===== src/rtl/dhm_stream_pkg.sv =====
// Shared widths and elaboration helpers for the dhm stream width converters.
package dhm_stream_pkg;

  localparam int DHM_BYTE_W = 8;
  localparam int DHM_BLK_W  = 64;

  function automatic int f_lanes(input int w, input int nw);
    return w / nw;
  endfunction

  function automatic int f_ratio(input int a, input int b);
    return (a > b) ? a / b : b / a;
  endfunction

  function automatic bit f_pow2(input int w);
    return (w > 0) && ((w & (w - 1)) == 0);
  endfunction

  localparam int DHM_IDX_W = $clog2(f_ratio(DHM_BLK_W, DHM_BYTE_W));
  typedef logic [DHM_IDX_W-1:0] dhm_lane_t;

endpackage


===== src/rtl/dhm_stream_reg.sv =====
// One-entry valid/ready register slice carrying data, keep and last.
module dhm_stream_reg
#(
  parameter int DW = 8,
  parameter int KW = 1
)(
  input  logic          clk,
  input  logic          reset,
  input  logic [DW-1:0] d_i,
  input  logic [KW-1:0] k_i,
  input  logic          l_i,
  input  logic          v_i,
  output logic          r_o,
  output logic [DW-1:0] d_o,
  output logic [KW-1:0] k_o,
  output logic          l_o,
  output logic          v_o,
  input  logic          r_i
);

  logic          vld_q;
  logic [DW-1:0] data_q;
  logic [KW-1:0] keep_q;
  logic          last_q;

  // Full-throughput slice: a new entry may load in the cycle the old one drains.
  assign r_o = !vld_q || r_i;

  always_ff @(posedge clk) begin
    if (reset) begin
      vld_q  <= 1'b0;
      data_q <= '0;
      keep_q <= '0;
      last_q <= 1'b0;
    end else if (v_i && r_o) begin
      vld_q  <= 1'b1;
      data_q <= d_i;
      keep_q <= k_i;
      last_q <= l_i;
    end else if (r_i) begin
      vld_q  <= 1'b0;
    end
  end

  assign v_o = vld_q;
  assign d_o = data_q;
  assign k_o = keep_q;
  assign l_o = last_q;

endmodule


===== src/rtl/dhm_stream_gearbox.sv =====
// Valid/ready width converter: packs or unpacks LSB-first lanes, or acts as a register slice.
module dhm_stream_gearbox
  import dhm_stream_pkg::*;
#(
  parameter  int IN_W  = DHM_BYTE_W,
  parameter  int OUT_W = DHM_BLK_W,
  localparam int NW    = (IN_W < OUT_W) ? IN_W : OUT_W,
  localparam int IKW   = f_lanes(IN_W, NW),
  localparam int OKW   = f_lanes(OUT_W, NW)
)(
  input  logic             clk,
  input  logic             reset,
  input  logic [IN_W-1:0]  i_data,
  input  logic [IKW-1:0]   i_keep,
  input  logic             i_last,
  input  logic             i_rval,
  output logic             o_rrdy,
  output logic [OUT_W-1:0] o_data,
  output logic [OKW-1:0]   o_keep,
  output logic             o_last,
  output logic             o_tval,
  input  logic             i_trdy,
  output logic             o_busy
);

  localparam int RATIO = f_ratio(IN_W, OUT_W);

  if (!(f_pow2(IN_W) && f_pow2(OUT_W))) begin : g_bad_width
    $error("dhm_stream_gearbox: IN_W and OUT_W must be powers of two");
  end

  logic rdy_c;
  assign o_rrdy = rdy_c && !reset;

  if (IN_W < OUT_W) begin : g_pack
    localparam int IW = $clog2(RATIO);
    logic [IW-1:0]    idx_q, idx_d;
    logic [OUT_W-1:0] acc_q, acc_d, merged;
    logic [OKW-1:0]   keep_c;
    logic             done;
    logic             unused_keep;

    assign unused_keep = ^i_keep;

    always_comb begin
      merged = acc_q;
      keep_c = '0;
      for (int j = 0; j < RATIO; j++) begin
        if (int'(idx_q) == j) merged[j*NW +: NW] = i_data;
        if (j <= int'(idx_q)) keep_c[j] = 1'b1;
      end
    end

    assign done = (idx_q == IW'(RATIO - 1)) || i_last;

    // Completed words bypass the accumulator straight into the output slice.
    always_comb begin
      idx_d = idx_q;
      acc_d = acc_q;
      if (i_rval && o_rrdy) begin
        if (done) begin
          idx_d = '0;
          acc_d = '0;
        end else begin
          idx_d = idx_q + 1'b1;
          acc_d = merged;
        end
      end
    end

    always_ff @(posedge clk) begin
      if (reset) begin
        idx_q <= '0;
        acc_q <= '0;
      end else begin
        idx_q <= idx_d;
        acc_q <= acc_d;
      end
    end

    dhm_stream_reg #(.DW(OUT_W), .KW(OKW)) u_out (
      .clk(clk), .reset(reset),
      .d_i(merged), .k_i(keep_c), .l_i(i_last), .v_i(i_rval && done), .r_o(rdy_c),
      .d_o(o_data), .k_o(o_keep), .l_o(o_last), .v_o(o_tval), .r_i(i_trdy)
    );

    assign o_busy = !reset && (idx_q != '0);

  end else if (IN_W > OUT_W) begin : g_unpack
    localparam int IW = $clog2(RATIO);
    logic [IW-1:0]   lane_q, kmax;
    logic [IN_W-1:0] h_data;
    logic [IKW-1:0]  h_keep;
    logic            h_last, h_val, last_lane;

    // The slice holds the wide word; it drains when its final lane is taken.
    dhm_stream_reg #(.DW(IN_W), .KW(IKW)) u_hold (
      .clk(clk), .reset(reset),
      .d_i(i_data), .k_i(i_keep), .l_i(i_last), .v_i(i_rval), .r_o(rdy_c),
      .d_o(h_data), .k_o(h_keep), .l_o(h_last), .v_o(h_val), .r_i(i_trdy && last_lane)
    );

    always_comb begin
      kmax   = '0;
      o_data = '0;
      for (int j = 0; j < RATIO; j++) begin
        if (h_keep[j]) kmax = IW'(j);
        if (int'(lane_q) == j) o_data = h_data[j*NW +: NW];
      end
    end

    assign last_lane = (lane_q == kmax);

    always_ff @(posedge clk) begin
      if (reset)               lane_q <= '0;
      else if (h_val && i_trdy) lane_q <= last_lane ? '0 : lane_q + 1'b1;
    end

    assign o_tval = h_val;
    assign o_keep = h_val;
    assign o_last = h_val && h_last && last_lane;
    assign o_busy = h_val;

  end else begin : g_equal
    dhm_stream_reg #(.DW(IN_W), .KW(IKW)) u_out (
      .clk(clk), .reset(reset),
      .d_i(i_data), .k_i(i_keep), .l_i(i_last), .v_i(i_rval), .r_o(rdy_c),
      .d_o(o_data), .k_o(o_keep), .l_o(o_last), .v_o(o_tval), .r_i(i_trdy)
    );
    assign o_busy = o_tval;
  end

endmodule

===== config.mk =====
export PLATFORM = sky130hd
export DESIGN_NAME = dhm_stream_gearbox
export DESIGN_NICKNAME = d
export VERILOG_FILES = /design/src/rtl/dhm_stream_pkg.sv /design/src/rtl/dhm_stream_reg.sv /design/src/rtl/dhm_stream_gearbox.sv
export SDC_FILE = /design/constraint.sdc
export NUM_CORES = 1
export LEC_CHECK = 0
export BUFFER_PORTS_ARGS = -buffer_cell sky130_fd_sc_hd__buf_2
export CAP_MARGIN = 30
export CELL_PAD_IN_SITES_DETAIL_PLACEMENT = 1
export CELL_PAD_IN_SITES_GLOBAL_PLACEMENT = 2
export CORE_MARGIN = 10
export CORE_UTILIZATION = 38
export CTS_CLUSTER_SIZE = 25
export DETAILED_ROUTE_END_ITERATION = 7
export PLACE_DENSITY_LB_ADDON = 0.1
export SLEW_MARGIN = 15
export SYNTH_ARGS = -nofsm -noshare
export SYNTH_HDL_FRONTEND = slang
export SYNTH_SLANG_ARGS = --single-unit
export TNS_END_PERCENT = 30

===== constraint.sdc =====
create_clock -name clk -period 3.8 [get_ports clk]
set_clock_uncertainty 0.15 [all_clocks]
set_input_delay 0.95 -clock clk [delete_from_list [all_inputs] [get_ports clk]]
set_output_delay 0.95 -clock clk [all_outputs]
set_load 0.05 [all_outputs]

==> flow_summary.json, run 1 <==
{
  "status": "completed",
  "numCtsBuffers": 17,
  "synth_ff_type": "dfxtp_1",
  "area_growth_pct": 19.6,
  "antenna_left": 0,
  "synth.most_common_cell": "dfxtp_1",
  "grt_pass1_wl_um": 29300,
  "grt_overflow": 0,
  "vias_per_cell": 5.63,
  "max_cap_viol_count": 0,
  "die_w_um": 145,
  "fin_setup_tns_ns": 0,
  "total_power_w": 0.00371,
  "placed_area_sq_mm": 0.00649,
  "worst_slew_pin_slew_ns": 0.689,
  "core_sq_mm": 0.0153,
  "wl_per_cell_um": 20.5,
  "portBuffers": 88,
  "hold_viol": 0,
  "synthDominantCellAreaShare": 0.475,
  "grt_max_degree": 62,
  "path_clk_slew_ns": 0.06,
  "min_period_ns": 3.18,
  "hold_path.class": "flop to flop",
  "dpl.hpwl_um": 11800,
  "critPathBufInv": 3,
  "fin_crit_sh": 0.838,
  "yosys_register_bits": 141,
  "criticalPathCategory": "flop to output pin",
  "final_cell_area_sq_mm": 0.00710,
  "placed_cells": 848,
  "synth.cell_area_sq_mm": 0.00594,
  "cts_resized": 0,
  "antenna_found_initial": 0,
  "whs_ns": 0.313,
  "fin_cells": 879,
  "num_io_pins": 90,
  "postCtsSetupBuffers": 0,
  "ys_seq_area_frac": 0.475,
  "synth_area_leader_cell": "dfxtp_1",
  "path_cells": "inv_1, ha_1, nor2b_1, buf_4, nor2_1, buf_2",
  "firstDrtPassIters": 5,
  "setup_viol": 0,
  "synth_cell_type_count": 37,
  "synth_cells": 597,
  "crit_family": "buffers and inverters",
  "p_per_area_mw_per_mm2": 523,
  "clockBufferDepth": 2,
  "place_congestion": 0.818,
  "ir_drop_v": 0.000280,
  "worst_path_largest_cell_delay_ns": 0.38,
  "worstPathRequired_ns": 2.70,
  "initial_core_util": 0.389,
  "fp.dieH_um": 145,
  "diodes": 0,
  "p_leak_nw": 2.82,
  "clockRootBuffer": "clkbuf_16",
  "grtUsageTotal": 0.171,
  "fmax_mhz": 314,
  "endpoint_kind": "output pin",
  "synth_async_sr_flop_share": 0,
  "die_area_sq_mm": 0.0210,
  "final_nets": 677,
  "crit_arrival_ns": 2.08,
  "dr.first_iter.drc_count": 231,
  "drive_above_1_share": 0.217,
  "drc": 0,
  "htreeDepth": 4,
  "fillers": 1685,
  "cts_tree": "built",
  "synth.top_cells.by_area": "dfxtp_1, mux2i_1, a211oi_1",
  "synth.net_count": 617,
  "drv_slew": 0,
  "ys.warnings.count": 0,
  "slew_headroom": 0.541,
  "via_count": 4949,
  "clk_latency_ns": 0.42,
  "cp_max_fo": 9,
  "grt_pass1_vias": 5155,
  "start_kind": "flop",
  "core.rowCount": 45,
  "synth_edf_count": 0,
  "cts_hold_buf": 0,
  "rsz0062_at_grt": "no",
  "yosys-top-cells-count": "dfxtp_1, a21oi_1, a211oi_1",
  "finalWirelength_um": 18000,
  "clock_sink_count": 141,
  "syn-mean-instance-area_sq_um": 9.95,
  "crit_slowest_cell": "dfxtp_1"
}
[routing by layer]
metal / up-vias / track usage / share of wire
met2: 99 / 0.267 / 0.46
met1: 2459 / 0.229 / 0.49
met5: - / 0 / 0
met4: 0 / 0.0567 / 0.013
met3: 16 / 0.0382 / 0.040
li1: 2375 / - / -
[cell type report]
cell class | count | area, sq um | share of cell area
Tap cell | 211 | 264 | 0.0372
Timing Repair Buffer | 104 | 583 | 0.0821
Inverter | 40 | 150 | 0.0211
Clock buffer | 23 | 478 | 0.0673
Clock inverter | 7 | 113 | 0.0159
Multi-Input combinational cell | 353 | 2690 | 0.379
Sequential cell | 141 | 2820 | 0.397
[registers in the layout, indices dropped and copies added, names as in the netlist]
register and flops:
g_pack.u_out.d_o 64, g_pack.acc_q 64, g_pack.idx_q 3, g_pack.u_out.k_o 8
g_pack.u_out.v_o 1, g_pack.u_out.l_o 1
[worst paths after layout]
path,start,to,slack (ns),cells past startpoint
worst min register to register,g_pack.acc_q[63],g_pack.acc_q[63],0.31,1
worst min-delay path,g_pack.acc_q[63],g_pack.acc_q[63],0.31,1
worst max register to register,g_pack.idx_q[1],g_pack.u_out.d_o[31],1.30,6
worst max-delay path,g_pack.idx_q[0],o_busy,0.62,6
[metrics by stage]
stage / worst slack [ns] / util
2_1_floorplan: 0.546 / -
3_3_place_gp: 0.758 / 0.425
3_5_place_dp: 0.960 / 0.425
4_1_cts: 0.558 / 0.464
5_1_grt: 0.484 / 0.466
6_report: 0.617 / 0.466
[report_power, final]
| group | internal, W | total, W | leakage (nW) | switching, W |
|---|---|---|---|---|
| clock network | 0.00107 | 0.00169 | 0.289 | 0.000615 |
| registers | 0.00153 | 0.00156 | 1.15 | 0.0000276 |
| logic | 0.000109 | 0.000464 | 1.38 | 0.000355 |
[cells by family after synthesis]
| logic type | count (synthesis) | synth area share |
|---|---|---|
| fa+ha+maj | 6 | 0.0126 |
| compound gates | 227 | 0.268 |
| flops | 141 | 0.475 |
| simple gates | 56 | 0.0622 |
| mux | 64 | 0.108 |
| buf+inv | 103 | 0.0737 |
[placed cells by master (no fill, tap or decap), types with 10 or more instances in the layout]
master / n
a32o_1: 24
buf_4: 16
o32ai_1: 24
a21oi_1: 78
nand3_1: 10
a211oi_1: 66
inv_1: 40
buf_2: 87
dfxtp_1: 141
clkbuf_16: 17
mux2i_1: 64
(Power assumes the default switching activity.)
==> run 2, diff against run 1 <==
--- a/config.mk
+++ b/config.mk
@@ -10,7 +10,7 @@
 export CELL_PAD_IN_SITES_DETAIL_PLACEMENT = 1
 export CELL_PAD_IN_SITES_GLOBAL_PLACEMENT = 2
 export CORE_MARGIN = 10
-export CORE_UTILIZATION = 38
+export CORE_UTILIZATION = 32
 export CTS_CLUSTER_SIZE = 25
 export DETAILED_ROUTE_END_ITERATION = 7
 export PLACE_DENSITY_LB_ADDON = 0.1
==> constraint.sdc (replaced) <==
create_clock -name clk -period 2.65 [get_ports clk]
set_clock_uncertainty 0.15 [all_clocks]
set_input_delay 0.6625 -clock clk [delete_from_list [all_inputs] [get_ports clk]]
set_output_delay 0.6625 -clock clk [all_outputs]
set_load 0.05 [all_outputs]
==> run 2 against run 1 <==
Effect of this change: worst setup slack got worse by 0.49 ns; total power increased by 43%; core utilization down 6.8 points; via count decreased by 0.73%; global-route usage is 1.6 points lower; combinational power increased by 46%; register-to-register slack got worse by 0.94 ns; sequential share of layout area fell by 0.44 points.
==> flow_summary.json, run 2 (same netlist as run 1, synthesis figures left out) <==
{
  "rsz0062_at_grt": "no",
  "layout_common_cells": "dfxtp_1, buf_2, a21oi_1",
  "dpl.hpwl_um": 12400,
  "core_sq_mm": 0.0181,
  "slew_headroom": 0.600,
  "clock_sink_count": 141,
  "r2r_cells": 5,
  "rrSetupSlack_ns": 0.36,
  "hold_viol": 0,
  "drive_above_1_share": 0.233,
  "htreeDepth": 4,
  "worst_slew_pin_slew_ns": 0.600,
  "critPathLaunch": "g_pack.idx_q[0]",
  "final_nets": 683,
  "cp_max_fo": 9,
  "clockRootBuffer": "clkbuf_16",
  "grtUsageTotal": 0.155,
  "clockBufferDepth": 2,
  "crit_slowest_cell": "dfxtp_2",
  "die_area_sq_mm": 0.0244,
  "vias_per_cell": 5.43,
  "via_count": 4913,
  "ir_drop_v": 0.000443,
  "initial_core_util": 0.328,
  "fmax_mhz": 396,
  "path_cells": "inv_1, ha_1, nor2b_1, nor2_2, buf_6",
  "clk_latency_ns": 0.42,
  "num_io_pins": 90,
  "finalWirelength_um": 18900,
  "crit-reg2reg-launch": "g_pack.idx_q[0]",
  "setup_ws_ns": 0.124,
  "worst_path_largest_cell_delay_ns": 0.41,
  "start_kind": "flop",
  "grt_max_degree": 54,
  "antenna_found_initial": 0,
  "path_clk_slew_ns": 0.06,
  "crit_arrival_ns": 1.71,
  "hp-start": "g_pack.acc_q[60]",
  "hold_path.class": "flop to flop",
  "p_per_area_mw_per_mm2": 740,
  "cts_tree": "built",
  "dr.first_iter.drc_count": 239,
  "criticalPathCategory": "flop to output pin",
  "portBuffers": 88,
  "fp.dieH_um": 156,
  "total_power_w": 0.00532,
  "drc": 0,
  "diodes": 0,
  "grt_pass1_wl_um": 29800,
  "endpoint_kind": "output pin",
  "cts_hold_buf": 0,
  "firstDrtPassIters": 4,
  "fillers": 2043,
  "setup_viol": 0,
  "p_leak_nw": 2.84,
  "core.rowCount": 49,
  "worstPathRequired_ns": 1.84,
  "preCtsSetupSlack_ns": 0.304,
  "grt_pass1_vias": 5191,
  "crit_end": "o_busy",
  "wl_per_cell_um": 20.9,
  "place_congestion": 0.771,
  "final_common_cell": "dfxtp_1",
  "drv_slew": 0,
  "numCtsBuffers": 17,
  "fin_crit_sh": 0.953,
  "max_cap_viol_count": 0,
  "min_period_ns": 2.53,
  "status": "completed",
  "die_w_um": 156,
  "grt_overflow": 0,
  "fin_setup_tns_ns": 0,
  "area_growth_pct": 21.1,
  "r2r_end": "g_pack.acc_q[36]",
  "antenna_left": 0
}
==> run 2: changes by cell type in the layout (fill, tap and decap cells not counted), sizes merged <==
cell / change
buf: +6
clkbuf: -3
clkinv: +1
clkinvlp: +3
==> run 2: layer usage <==
metal / wire length, um / part of all wire / GRT usage
met2: 9460 / 0.50 / 0.268
met3: 749 / 0.040 / 0.0422
met4: 187 / 0.0099 / 0.0431
met1: 8470 / 0.45 / 0.186
met5: 0 / 0 / 0
==> run 2: worst min path at each step <==
stage	to	cells after the start
after CTS	g_pack.acc_q[56]	1
after global routing	g_pack.acc_q[57]	1
final	g_pack.acc_q[60]	1
after floorplan	g_pack.acc_q[56]	1
after global placement	g_pack.acc_q[61]	1
after detailed placement	g_pack.acc_q[58]	1
==> run 2: stage by stage <==
step                      hold slack, ns  instances  utilization  instance area [sq um]
after floorplan                    0.279        597            -                   5940
after global placement             0.292        873        0.364                   6590
after detailed placement           0.295        873        0.364                   6590
after CTS                          0.314        904        0.397                   7180
after global routing               0.332        904        0.398                   7190
final                              0.308        904        0.398                   7190
==> run 2: layout make-up <==
| cell class | count | area (sq um) | area share |
|---|---|---|---|
| Tap cell | 229 | 287 | 0.0398 |
| Timing Repair Buffer | 110 | 639 | 0.0889 |
| Sequential cell | 141 | 2830 | 0.393 |
| Multi-Input combinational cell | 353 | 2700 | 0.375 |
| Clock inverter | 11 | 144 | 0.0200 |
| Clock buffer | 20 | 447 | 0.0621 |
| Inverter | 40 | 150 | 0.0209 |
==> run 2: critical path, delay by kind of cell, from the launching register on <==
family | cells | cell delay, ns
adder cells (fa/ha/maj) | 1 | 0.26
buffers and inverters | 2 | 0.29
flip-flops | 1 | 0.41
AND/OR/NAND/NOR | 2 | 0.33
==> run 2: repair_timing <==
action	4_1_cts	5_1_grt
resized for setup	3	2
hold endpoints to repair	0	0
buffers inserted	0	0
cloned	0	0
setup endpoints to repair	1	1
==> run 2: power by group <==
group          leakage, nW  total [W]  internal, W  switching (W)
Clock                0.278    0.00241      0.00149       0.000916
Sequential            1.15    0.00224      0.00220      0.0000405
Combinational         1.41   0.000676     0.000162       0.000514
Total                 2.84    0.00532      0.00385        0.00147
==> run 3, diff against run 2 <==
--- a/config.mk
+++ b/config.mk
@@ -10,7 +10,7 @@
 export CELL_PAD_IN_SITES_DETAIL_PLACEMENT = 1
 export CELL_PAD_IN_SITES_GLOBAL_PLACEMENT = 2
 export CORE_MARGIN = 10
-export CORE_UTILIZATION = 32
+export CORE_UTILIZATION = 38
 export CTS_CLUSTER_SIZE = 25
 export DETAILED_ROUTE_END_ITERATION = 7
 export PLACE_DENSITY_LB_ADDON = 0.1
==> constraint.sdc (replaced) <==
create_clock -name clk -period 3.2 [get_ports clk]
set_clock_uncertainty 0.15 [all_clocks]
set_input_delay 0.8 -clock clk [delete_from_list [all_inputs] [get_ports clk]]
set_output_delay 0.8 -clock clk [all_outputs]
set_load 0.05 [all_outputs]
==> run 3 against run 2 <==
Effect of this change: core utilization grew 6.9 points; total power down 18%; routed wire length decreased by 6.3%; first-iteration DRC count rose by 16%; die area down 14%; sequential power is 17% lower.
==> flow_summary.json, run 3 (same netlist as run 1, synthesis figures left out) <==
{
  "cts_tree": "built",
  "firstDrtPassIters": 5,
  "power_frac_clock": 0.446,
  "fillers": 1705,
  "cts_resized": 0,
  "fp.dieH_um": 145,
  "finalWirelength_um": 17700,
  "max_cap_viol_count": 0,
  "cts_hold_buf": 0,
  "vias_per_cell": 5.56,
  "p_int_w": 0.00315,
  "grtUsageTotal": 0.168,
  "status": "completed",
  "clockBufferDepth": 2,
  "htreeDepth": 4,
  "drv_slew": 0,
  "ir_drop_v": 0.000388,
  "cp_max_fo": 9,
  "wl_per_cell_um": 20.1,
  "p_seq_frac": 0.426,
  "initial_core_util": 0.389,
  "hold_viol": 0,
  "die_w_um": 145,
  "hold_path.class": "flop to flop",
  "start_kind": "flop",
  "diodes": 0,
  "numCtsBuffers": 17,
  "switchingPower_w": 0.00119,
  "criticalPathCategory": "flop to output pin",
  "p_per_area_mw_per_mm2": 609,
  "core_sq_mm": 0.0153,
  "fin_setup_tns_ns": 0,
  "fin_crit_sh": 0.914,
  "preCtsSetupSlack_ns": 0.682,
  "sw_frac_of_total": 0.274,
  "clock_sink_count": 141,
  "grt_overflow": 0,
  "drive_above_1_share": 0.219,
  "clk_latency_ns": 0.42,
  "slew_headroom": 0.554,
  "endpoint_kind": "output pin",
  "antenna_found_initial": 0,
  "crit_arrival_ns": 1.97,
  "min_period_ns": 2.92,
  "die_area_sq_mm": 0.0210,
  "portBuffers": 88,
  "postCtsSetupBuffers": 0,
  "place_congestion": 0.792,
  "worstPathRequired_ns": 2.25,
  "final_common_cell": "dfxtp_1",
  "clockRootBuffer": "clkbuf_16",
  "fmax_mhz": 342,
  "final_nets": 679,
  "area_growth_pct": 20.0,
  "core.rowCount": 45,
  "placed_cells": 850,
  "path_clk_slew_ns": 0.05,
  "worst_slew_pin_slew_ns": 0.669,
  "via_count": 4908,
  "final_cell_area_sq_mm": 0.00712,
  "grt_max_degree": 60,
  "fin_cells": 882,
  "setup_viol": 0,
  "dpl.hpwl_um": 11500,
  "rsz0062_at_grt": "no",
  "drc": 0,
  "layout_common_cells": "dfxtp_1, buf_2, a21oi_1",
  "p_comb_frac": 0.127,
  "grt_pass1_vias": 5070,
  "num_io_pins": 90,
  "placed_area_sq_mm": 0.00653,
  "grt_pass1_wl_um": 28700,
  "antenna_left": 0,
  "p_leak_nw": 2.83,
  "setup_ws_ns": 0.275,
  "dr.first_iter.drc_count": 278,
  "whs_ns": 0.306
}
==> run 3: power groups by stage <==
stage | clock (W) | sequential, W | combinational, W
CTS | 0.00197 | 0.00185 | 0.000556
floorplan | 0 | 0.00208 | 0.000214
finish | 0.00194 | 0.00185 | 0.000553
global route | 0.00205 | 0.00186 | 0.000594
global placement | 0 | 0.00189 | 0.000546
detailed placement | 0 | 0.00189 | 0.000555
==> run 3: metrics by stage <==
stage	util	total power [W]
5_1_grt	0.467	0.00450
4_1_cts	0.465	0.00437
6_report	0.467	0.00434
3_5_place_dp	0.428	0.00244
2_1_floorplan	-	0.00229
3_3_place_gp	0.428	0.00243
==> run 3: worst paths after layout <==
check	start	endpoint	slack, ns	cells past startpoint
min reg2reg	g_pack.acc_q[60]	g_pack.acc_q[60]	0.31	1
max reg2reg	g_pack.idx_q[0]	g_pack.acc_q[40]	0.85	5
max	g_pack.idx_q[0]	o_busy	0.28	5
min	g_pack.acc_q[60]	g_pack.acc_q[60]	0.31	1
==> run 3: layout make-up <==
cell class	count	area (sq um)	area share
clock buffers	24	482	0.0676
clock inverters	7	87.6	0.0123
inverters	40	150	0.0211
multi-input cells	353	2690	0.378
flip-flops and latches	141	2820	0.396
well taps	211	264	0.0371
repair buffers	106	623	0.0875
==> run 3: worst max-delay path: stages, from the launching register on <==
cell and delay (ns):
dfxtp_1 0.51, inv_1 0.14, ha_1 0.28, nor2b_1 0.16, nor2_1 0.17, buf_2 0.31
==> run 3: layer usage <==
| layer | wire, um | global-route usage | up-vias |
|---|---|---|---|
| li1 | - | - | 2370 |
| met1 | 8540 | 0.223 | 2396 |
| met2 | 7920 | 0.259 | 122 |
| met3 | 968 | 0.0404 | 20 |
| met4 | 256 | 0.0567 | 0 |
| met5 | 0 | 0 | - |
